File: config.mk
export PLATFORM = sky130hd
export DESIGN_NAME = harmonic_classifier
export DESIGN_NICKNAME = d
export VERILOG_FILES = /design/src/rtl/harmonic_classifier.sv
export SDC_FILE = /design/constraint.sdc
export NUM_CORES = 1
export LEC_CHECK = 0
export ABC_AREA = 1
export BUFFER_PORTS_ARGS = -buffer_cell sky130_fd_sc_hd__buf_2
export CORE_AREA = 3 3 122 124
export CTS_CLUSTER_SIZE = 28
export DETAILED_ROUTE_END_ITERATION = 8
export DIE_AREA = 0 0 125 127
export HOLD_SLACK_MARGIN = 0.12
export PLACE_DENSITY_LB_ADDON = 0.15
export SETUP_SLACK_MARGIN = 0.15
export SLEW_MARGIN = 30
export SYNTH_ARGS = -nofsm -noshare
export SYNTH_HDL_FRONTEND = slang
export SYNTH_SLANG_ARGS = --single-unit
File: constraint.sdc
create_clock -name clk -period 6.24 [get_ports clk]
set_input_delay 0.936 -clock clk [delete_from_list [all_inputs] [get_ports clk]]
set_output_delay 0.936 -clock clk [all_outputs]
set_load 0.05 [all_outputs]
File: src/rtl/harmonic_classifier.sv
// Per-frame waveform classifier: compares harmonic amplitude ratios with one shared
// multiplier, then debounces the result with an N-frame agreement filter.
module harmonic_classifier #(
  parameter logic [23:0] MIN_AMP    = 24'd1000,
  parameter logic [7:0]  SINE_DIV   = 8'd20,
  parameter logic [7:0]  TRI_SQ_DIV = 8'd5,
  parameter logic [7:0]  SQ5_DIV    = 8'd8,
  parameter logic [3:0]  STABLE_N   = 4'd3
) (
  input  logic        clk,
  input  logic        rst_n,
  input  logic        catch_flag,
  input  logic [23:0] amp_1,
  input  logic [23:0] amp_2,
  input  logic [23:0] amp_3,
  input  logic [23:0] amp_4,
  input  logic [23:0] amp_5,
  output logic [2:0]  raw_type,
  output logic        result_valid,
  output logic [2:0]  wave_type,
  output logic        type_stable
);

  typedef enum logic [2:0] {IDLE, CMP_MIN, CMP_SINE, CMP_SQ, CMP5, DECIDE} state_t;

  state_t      state, next_state;
  logic        catch_d;
  logic [23:0] a1, a2, a3, a4, a5;
  logic [2:0]  prev_class, cls;
  logic [3:0]  agree_cnt, new_cnt;
  logic [23:0] mul_a;
  logic [7:0]  mul_b;
  logic [31:0] product, a1_ext;
  logic        frame_end, prod_lt;
  logic        unused_reserved;

  assign frame_end = catch_d & ~catch_flag;
  assign product   = {8'd0, mul_a} * {24'd0, mul_b};
  assign a1_ext    = {8'd0, a1};
  assign prod_lt   = product < a1_ext;

  // a4/a5 are held for a future THD stage and intentionally feed nothing.
  assign unused_reserved = ^{a4, a5};

  assign new_cnt = (cls == prev_class)
                 ? ((agree_cnt >= STABLE_N) ? STABLE_N : agree_cnt + 4'd1)
                 : 4'd1;

  always_ff @(posedge clk) begin
    if (!rst_n) state <= IDLE;
    else        state <= next_state;
  end

  always_comb begin
    next_state = state;
    case (state)
      IDLE:     if (frame_end) next_state = CMP_MIN;
      CMP_MIN:  next_state = (a1 < MIN_AMP) ? DECIDE : CMP_SINE;
      CMP_SINE: next_state = prod_lt ? DECIDE : CMP_SQ;
      CMP_SQ:   next_state = prod_lt ? DECIDE : CMP5;
      CMP5:     next_state = DECIDE;
      DECIDE:   next_state = IDLE;
      default:  next_state = IDLE;
    endcase
  end

  // cls is only meaningful on the cycle that hands over to DECIDE.
  always_comb begin
    mul_a        = '0;
    mul_b        = '0;
    cls          = 3'd0;
    result_valid = (state == DECIDE);
    case (state)
      CMP_SINE: begin mul_a = a2; mul_b = SINE_DIV;   cls = 3'd1; end
      CMP_SQ:   begin mul_a = a2; mul_b = TRI_SQ_DIV; cls = 3'd2; end
      CMP5:     begin mul_a = a3; mul_b = SQ5_DIV;    cls = prod_lt ? 3'd4 : 3'd3; end
      default:  ;
    endcase
  end

  always_ff @(posedge clk) begin
    if (!rst_n) begin
      catch_d     <= 1'b0;
      a1          <= '0;
      a2          <= '0;
      a3          <= '0;
      a4          <= '0;
      a5          <= '0;
      raw_type    <= 3'd0;
      wave_type   <= 3'd0;
      type_stable <= 1'b0;
      prev_class  <= 3'd0;
      agree_cnt   <= 4'd0;
    end else begin
      catch_d <= catch_flag;
      if (state == IDLE && frame_end) begin
        a1 <= amp_1;
        a2 <= amp_2;
        a3 <= amp_3;
        a4 <= amp_4;
        a5 <= amp_5;
      end
      if (next_state == DECIDE) begin
        raw_type   <= cls;
        prev_class <= cls;
        agree_cnt  <= new_cnt;
        if (cls != prev_class) type_stable <= 1'b0;
        if (new_cnt == STABLE_N) begin
          wave_type   <= cls;
          type_stable <= 1'b1;
        end
      end
    end
  end

endmodule

==> impl_metrics.csv <==
group,metric,value,unit
status,status,"finished, final reports clean",
die,die_area,0.0159,sq mm
yosys,syn_inst,1099,
final_layout,final_area,0.00917,sq mm
yosys,async_flop_share,0,
grt,grt_max_degree,82,
yosys,yosys_most_used_dff,"dfxtp_1",
grt,grt_use_total,0.224,
drt,first_pass_iters,4,
drt,drtIter0Drc,392,
sta,tightest_slew,0.741,ns
power,cellLeakagePower,0.00459,uW
yosys,synth_top_family_by_area,"adder cells",
final_layout,final_cell_mix,"219 x inv_1, 188 x nand2_1, 85 x nor2_1, 85 x a21oi_1, 84 x dfxtp_1",
power,seq_power_share,0.365,
final_layout,mostFrequentLayoutCell,"inv_1",
job,drv_cap,0,
die,die_w,125,um
setup_path,crit_type,"flip-flop to flip-flop",
yosys,synth_compound_area_frac,0.126,
sta,hold_viol_final,0,
power,worst_ir_drop_vdd,0.159,mV
sta,period_minus_slack,5.76,ns
die,coreArea,0.0139,sq mm
die,die_y,127,um
sta,slew_viol_final,0,
final_layout,area_growth,21.6,%
grt,antenna_found_initial,0,
setup_path,cp_max_fo,9,
placed_design,postPlaceCellArea,0.00814,sq mm
sta,worst_slack,0.484,ns
final_layout,antenna_cells,0,
setup_path,crit_buf_inv,6,
drt,wl_per_cell,13.5,um
yosys,synthAdderAreaFrac,0.252,
clock_tree,clock_latency,0.36,ns
setup_path,startpoint_type,"flip-flop",
yosys,syn_area_per_cell,6.87,sq um
clock_tree,cts.clk_slew.worst_paths,0.07,ns
setup_path,path_delay_family,"simple AND/OR/NAND/NOR gates",
drt,avgViaCountPerCell,5.00,
drt,vias,6809,
sta,fin_crit_sh,0.922,
yosys,yosys-mux-area-fraction,0,
power,p_total,1770,uW
placed_design,hpwlAfterDp,13800,um
setup_path,cp.required,6.49,ns
drt,drcViolationCount,0,
placed_design,portBuffers,82,
clock_tree,cts_tree,"built",
yosys,ys_types,35,
grt,grt_overflow,0,
sta,grt_setup_unrepaired,"no",
power,clkPwrFrac,0.315,
setup_path,critPathSlowestCell,"fa_1",
yosys,yosys_warnings,0,
sta,fin_setup_tns,0,ns
final_layout,final_core_util,0.661,
sta,slew_headroom,0.506,
power,p_sw_frac,0.368,
sta,setup_viol,0,
yosys,synth_nets,1348,
power,netSwitchingPower,650,uW
drt,ant_nets,0,
grt,grt_pass1_vias,6315,
clock_tree,cts_max_level,3,
clock_tree,cts_buffers,9,
drt,drt_wl_total,18400,um
yosys,synth-xor-area-share,0.0209,
worst_hold_path,hold_path.class,"flip-flop to flip-flop",
final_layout,nNetsFinal,1427,
yosys,synth_seq_area_share,0.231,
clock_tree,cts_num_sinks,87,
die,num_rows,43,
power,intPower,1120,uW
sta,fmax,174,MHz
placed_design,globalplace.congestion,0.870,
yosys,synth_edf_count,0,
die,ios,131,
yosys,synth_seq_cells,87,
setup_path,setup.worst_path.end_class,"flip-flop",
clock_tree,clockRootBuffer,"clkbuf_16",
die,start_util,0.544,
placed_design,place_ws,0.160,ns
clock_tree,cts.path.max_buffers,2,
setup_path,arrival,6.00,ns
sta,finClkSkew,0.0138,ns
power,pwr-share-comb,0.320,
grt,grt_first_pass_wirelength,29400,um
final_layout,drive_gt1_frac,0.207,
setup_path,max_stage_delay,0.52,ns
yosys,synth_area,0.00755,sq mm
power,p_per_area,193,mW/mm^2
yosys,synth-simple-area-share,0.242,
Yosys cell counts (2+ instances only):
cell type	n	area, sq um
nand2_2	10	62.6
nand2_1	204	766
nor4_2	2	25.0
nor3_1	26	130
fa_1	43	861
a31oi_1	5	31.3
inv_2	5	18.8
nor2_1	121	454
o21ai_0	80	400
xnor2_1	8	70.1
clkbuf_1	28	105
inv_1	219	822
a21oi_1	92	460
dfxtp_1	87	1740
nand4_1	13	81.3
xor2_1	10	87.6
ha_1	83	1040
nor2_2	2	12.5
o21bai_1	2	15.0
nand3_1	33	165
nor2_4	5	56.3
nor4_1	4	25.0
buf_1	5	18.8
per-layer routing:
layer | GRT usage | vias up | share of wire
met1 | 0.326 | 3092 | 0.49
met4 | 0.0497 | 0 | 0.011
li1 | - | 3595 | -
met3 | 0.0318 | 17 | 0.031
met2 | 0.358 | 105 | 0.46
met5 | 0 | - | 0
power groups by stage:
stage	Combinational (uW)	Sequential (uW)	Clock (uW)
2_1_floorplan	340	657	0
3_3_place_gp	472	653	0
3_5_place_dp	480	654	0
4_1_cts	483	642	568
5_1_grt	634	652	590
6_report	565	646	557
final timing paths:
kind	slack (ns)	to	from	cells after the start
setup / recovery	0.48	wave_type[0]	state[1]	35
hold / removal	0.46	agree_cnt[2]	agree_cnt[2]	2
hold reg to reg	0.46	agree_cnt[2]	agree_cnt[2]	2
setup reg to reg	0.48	wave_type[0]	state[1]	35
repair_timing:
action | 4_1_cts | 5_1_grt
hold buffers | 0 | 0
hold endpoints to repair | 0 | 0
gates cloned | 0 | 2
pin swaps | 0 | 20
resized for setup | 1 | 140
setup endpoints to repair | 3 | 11
buffers inserted | 0 | 9
state kept, by name, summed over array words and instances, names as in the netlist:
register     flops
a2              24
wave_type        3
type_stable      1
state            3
a3              24
prev_class       3
a1              24
catch_d          1
agree_cnt        4
tightest hold or removal path, cell delays in order, from the launching register on:
cell     delay [ns]
dfxtp_1        0.33
nand2_1        0.06
nor2_1         0.03
logic make-up after synthesis:
kind of cell,after synthesis
flops,87
xor+xnor,18
fa+ha+maj,126
simple gates,424
buf+inv,259
compound gates,185
metrics by stage:
stage                     std cells  hold WS [ns]
after global routing           1363         0.468
after detailed placement       1336         0.446
after global placement         1336         0.441
after CTS                      1352         0.456
final                          1363         0.456
after floorplan                1099         0.428
cell type report:
class / count / area, sq um
multi-input combinational: 753 / 5430
fill: 1214 / 4710
sequential: 87 / 1750
inverter: 225 / 848
timing repair buffer: 102 / 627
clock buffer: 10 / 229
tap: 180 / 225
clock inverter: 6 / 68.8
(Power assumes the default switching activity.)
